===== config.mk =====
export PLATFORM = sky130hd
export DESIGN_NAME = connect_slice
export DESIGN_NICKNAME = d
export VERILOG_FILES = /design/src/rtl/connect_pkg.sv /design/src/rtl/connect_slice.sv
export SDC_FILE = /design/constraint.sdc
export NUM_CORES = 1
export LEC_CHECK = 0
export CAP_MARGIN = 40
export CORE_AREA = 2 2 92 94
export CTS_BUF_LIST = sky130_fd_sc_hd__clkbuf_4
export DETAILED_ROUTE_END_ITERATION = 10
export DIE_AREA = 0 0 94 96
export GPL_ROUTABILITY_DRIVEN = 0
export PLACE_DENSITY = 0.83
export SETUP_SLACK_MARGIN = 0.05
export SYNTH_ARGS = -nofsm -noshare
export SYNTH_HDL_FRONTEND = slang
export SYNTH_SLANG_ARGS = --single-unit

===== constraint.sdc =====
create_clock -name clk -period 3.3 [get_ports clk]
set_input_delay 0.66 -clock clk [delete_from_list [all_inputs] [get_ports clk]]
set_output_delay 0.66 -clock clk [all_outputs]
set_load 0.01 [all_outputs]

===== src/rtl/connect_pkg.sv =====
// Shared types and constants for the registered point-to-point connection slice.
package connect_pkg;

  typedef enum logic [1:0] {
    EMPTY = 2'd0,
    ONE   = 2'd1,
    TWO   = 2'd2
  } slice_state_t;

  localparam int unsigned BEATS_W = 32;

endpackage


===== src/rtl/connect_slice.sv =====
// Two-entry skid-buffered valid/ready connection; every output is driven from flops only.
module connect_slice
  import connect_pkg::*;
#(
  parameter int unsigned WIDTH = 32
) (
  input  logic               clk,
  input  logic               rst_n,
  input  logic [WIDTH-1:0]   in_data,
  input  logic               in_valid,
  output logic               in_ready,
  output logic [WIDTH-1:0]   out_data,
  output logic               out_valid,
  input  logic               out_ready,
  output logic [1:0]         occupancy,
  output logic [BEATS_W-1:0] beats
);

  slice_state_t       state_q, state_d;
  logic [WIDTH-1:0]   main_q, skid_q;
  logic               running_q;
  logic [BEATS_W-1:0] beats_q;

  logic accept, deliver;
  logic load_main_in, load_main_skid, load_skid;

  assign in_ready  = running_q && (state_q != TWO);
  assign out_valid = (state_q != EMPTY);
  assign out_data  = main_q;
  assign occupancy = state_q;
  assign beats     = beats_q;

  assign accept  = in_valid && in_ready;
  assign deliver = out_valid && out_ready;

  always_ff @(posedge clk or negedge rst_n) begin
    if (!rst_n) state_q <= EMPTY;
    else        state_q <= state_d;
  end

  always_comb begin
    state_d        = state_q;
    load_main_in   = 1'b0;
    load_main_skid = 1'b0;
    load_skid      = 1'b0;
    unique case (state_q)
      EMPTY: begin
        if (accept) begin
          state_d      = ONE;
          load_main_in = 1'b1;
        end
      end
      ONE: begin
        if (accept && deliver) begin
          load_main_in = 1'b1;
        end else if (accept) begin
          state_d   = TWO;
          load_skid = 1'b1;
        end else if (deliver) begin
          state_d = EMPTY;
        end
      end
      TWO: begin
        if (deliver) begin
          state_d        = ONE;
          load_main_skid = 1'b1;
        end
      end
      default: state_d = EMPTY;
    endcase
  end

  always_ff @(posedge clk or negedge rst_n) begin
    if (!rst_n) begin
      main_q    <= '0;
      skid_q    <= '0;
      running_q <= 1'b0;
      beats_q   <= '0;
    end else begin
      running_q <= 1'b1;
      if (load_main_in)        main_q <= in_data;
      else if (load_main_skid) main_q <= skid_q;
      if (load_skid)           skid_q <= in_data;
      if (deliver)             beats_q <= beats_q + BEATS_W'(1);
    end
  end

endmodule


==> results.json <==
{
  "run_status": "finished clean",
  "n_antenna_cell": 0,
  "cts_hold_buf": 0,
  "finalSetupViolations": 0,
  "synth-edff-count": 0,
  "drtPass1Iterations": 4,
  "ys_ff_latch": 99,
  "worstHoldPathType": "primary input to asynchronous set/reset pin",
  "die_w_um": 94,
  "initial_core_util_pct": 51.41,
  "root_cell_of_the_clock_tree": "sky130_fd_sc_hd__clkbuf_4",
  "floorplan.core_area_sq_um": 8051,
  "htreeDepth": 3,
  "power.switching_w": 0.0009035,
  "clk_pin_slew_ns": 0.16,
  "syn_avg_cell_area_sq_um": 11.73,
  "grt_first_pass_wirelength_mm": 15.10,
  "route.detailed.wl_per_inst_um": 16.03,
  "worst_path_fanout_max": 11,
  "cts_made_buffers": 9,
  "timing.final.hold_violations": 0,
  "detail_route.wirelength_mm": 9.074,
  "seqPwrFrac_pct": 51.6,
  "clkLatencyLatePin_ns": 0.44,
  "grt_setup_unrepaired": "no",
  "pwr_density_cell_nw_per_um2": 590.3,
  "max-vdd-ir-drop_uv": 268.4,
  "cell_internal_pwr_w": 0.002344,
  "slew_violations": 0,
  "instances_no_fill": 566,
  "cts_resized": 0,
  "timing.critical_path.arrival_ns": 1.82,
  "area_delta_synth_final_pct": 32.92,
  "criticalPathCategory": "flip-flop to output port",
  "yosysWarnings": 0,
  "total_neg_setup_slack_ns": 0,
  "dp_hpwl_mm": 6.263,
  "viasPerCell": 5.565,
  "die_h_um": 96,
  "layout.filler_cells": 606,
  "synth_async_sr_flop_share_pct": 100.0,
  "final.period_utilization_pct": 75.08,
  "rows": 33,
  "power.share.switching_pct": 27.82,
  "dr_total_vias": 3150,
  "grt.total_usage_pct": 21.45,
  "pwr-share-clk_pct": 24.5,
  "dominant_synthesized_flop_cell": "sky130_fd_sc_hd__dfrtp_1",
  "post_synth_num_cell_types": 34,
  "synth_cells": 353,
  "combinationalPowerShare_pct": 23.9,
  "netlist_area_sq_um": 4139,
  "worst_ep_required_time_ns": 2.64,
  "start_kind": "flip-flop",
  "fmax_ghz": 0.4036,
  "fin_nets": 493,
  "antenna_found_initial": 0,
  "skew_ns": 0.01969,
  "portBuffers": 103,
  "drive_gt1_share_pct": 14.10,
  "detail_route.iter0.violations": 112,
  "timing_worst_slew_pin_value_ns": 0.7653,
  "remaining_drc_errors": 0,
  "io_pins": 104,
  "maxCapViolCount": 0,
  "floorplan.die_area_sq_um": 9024,
  "finalWorstPathRequiredPeriod_ns": 2.478,
  "cts_post_setup_buffers_inserted": 0,
  "cts_tree": "done",
  "worstSetupEndpointType": "output port",
  "synth.net_count": 390,
  "grt_remaining_overflow": 0,
  "yosysSeqAreaShare_pct": 59.85,
  "maxSlewHeadroom_pct": 48.51,
  "clock-sinks": 99,
  "clock_tree.buffer_depth": 2,
  "maximum_number_of_pins_on_one_net_before_global_route_repair": 54,
  "power.leakage_nw": 2.435,
  "placed_cells": 550,
  "number_of_global_route_vias_before_repair": 3138,
  "drt.antenna.violating_nets": 0,
  "core_utilization_of_the_finished_layout_pct": 68.33,
  "final.hold.worst_slack_ns": 0.2132
}
## synthesized netlist by cell type (all sizes together) (6+ instances only)
| library cell | n | area share [%] |
|---|---|---|
| nand4 | 13 | 2.1 |
| nor4 | 7 | 1.5 |
| nor2 | 6 | 0.54 |
| a22oi | 32 | 5.8 |
| buf | 6 | 0.73 |
| xnor2 | 22 | 4.7 |
| xor2 | 9 | 1.9 |
| nand2 | 76 | 6.9 |
| dfrtp | 99 | 60 |
| nand3 | 8 | 0.97 |
| nor3 | 7 | 0.97 |
| clkbuf | 10 | 0.91 |
| mux2 | 33 | 9.0 |
## final cells by class
cell class / instances / area (sq um) / area share (%)
Inverter: 3 / 11.26 / 0.2047
Sequential cell: 99 / 2477 / 45.03
Timing Repair Buffer: 108 / 1091 / 19.83
Clock buffer: 9 / 67.56 / 1.228
Multi-Input combinational cell: 235 / 1598 / 29.04
Tap cell: 105 / 131.4 / 2.388
Clock inverter: 7 / 125.1 / 2.274
## path summary, 6_finish.rpt
check	startpoint	to	slack, ns	depth (start not counted)
max in group asynchronous	rst_n	skid_q[16]	2.40	2
min in group clk	out_data[29]	out_data[29]	0.49	2
setup reg to reg	occupancy[1]	beats[31]	1.08	4
setup / recovery	occupancy[1]	in_ready	0.82	3
hold reg to reg	out_data[29]	out_data[29]	0.49	2
hold / removal	rst_n	beats[4]	0.21	1
## stage by stage
stage | cell area [sq um] | power (W) | setup WS [ns]
after floorplan | 4139 | 0.002038 | 1.310
after CTS | 5502 | 0.003279 | 0.7911
after global placement | 5309 | 0.002438 | 0.5935
after global routing | 5502 | 0.003430 | 0.7153
final | 5502 | 0.003248 | 0.8224
after detailed placement | 5309 | 0.002489 | 0.5399
## registers in the layout (all words and copies together) (netlist names)
name       count
beats         32
occupancy      2
running_q      1
skid_q        32
out_data      32
## power groups by stage
| stage | Clock [W] | Combinational [W] | Sequential [W] |
|---|---|---|---|
| 2_1_floorplan | 0 | 0.000315 | 0.00172 |
| 3_3_place_gp | 0 | 0.000753 | 0.00168 |
| 3_5_place_dp | 0 | 0.000784 | 0.00170 |
| 4_1_cts | 0.000810 | 0.000789 | 0.00168 |
| 5_1_grt | 0.000874 | 0.000842 | 0.00171 |
| 6_report | 0.000796 | 0.000775 | 0.00168 |
## kinds of logic (layout without fill, tap and decap cells)
kind of cell	Yosys count	in the layout	synth area share, %
AO/OA/AOI/OAI	38	38	6.802
XOR/XNOR	31	31	6.560
adder cells (fa/ha/maj)	1	1	0.3022
buffers and inverters	19	127	1.905
flip-flops	99	99	59.85
multiplexers	34	34	9.220
other	1	1	0.09060
AND/OR/NAND/NOR	130	130	15.27
## critical path, cell delays in order, from the launching register on
cell,delay [ns]
sky130_fd_sc_hd__dfrtp_1,0.62
sky130_fd_sc_hd__nand2b_1,0.12
sky130_fd_sc_hd__and2_1,0.18
sky130_fd_sc_hd__clkdlybuf4s50_1,0.47
## placed cells by master, fill, tap and decap left out, types with 5 or more instances in the layout
cell type                         netlist  final
sky130_fd_sc_hd__clkdlybuf4s50_1        0    102
sky130_fd_sc_hd__nor2_1                 6      6
sky130_fd_sc_hd__nand4_1               12     12
sky130_fd_sc_hd__clkbuf_4               0      9
sky130_fd_sc_hd__xnor2_1               22     22
sky130_fd_sc_hd__nand2_1               76     76
sky130_fd_sc_hd__dfrtp_1               99     99
sky130_fd_sc_hd__nand3_1                8      8
sky130_fd_sc_hd__xor2_1                 9      9
sky130_fd_sc_hd__mux2_2                33     33
sky130_fd_sc_hd__nor3_1                 6      5
sky130_fd_sc_hd__a22oi_1               32     32
## per-layer routing
| metal | GRT usage (%) | share of wire (%) |
|---|---|---|
| met2 | 35.54 | 51 |
| met4 | 7.971 | 1.4 |
| met1 | 27.86 | 43 |
| met3 | 4.855 | 5.3 |
| met5 | 0 | 0 |
No activity file was read; power rests on OpenSTA's default activity.
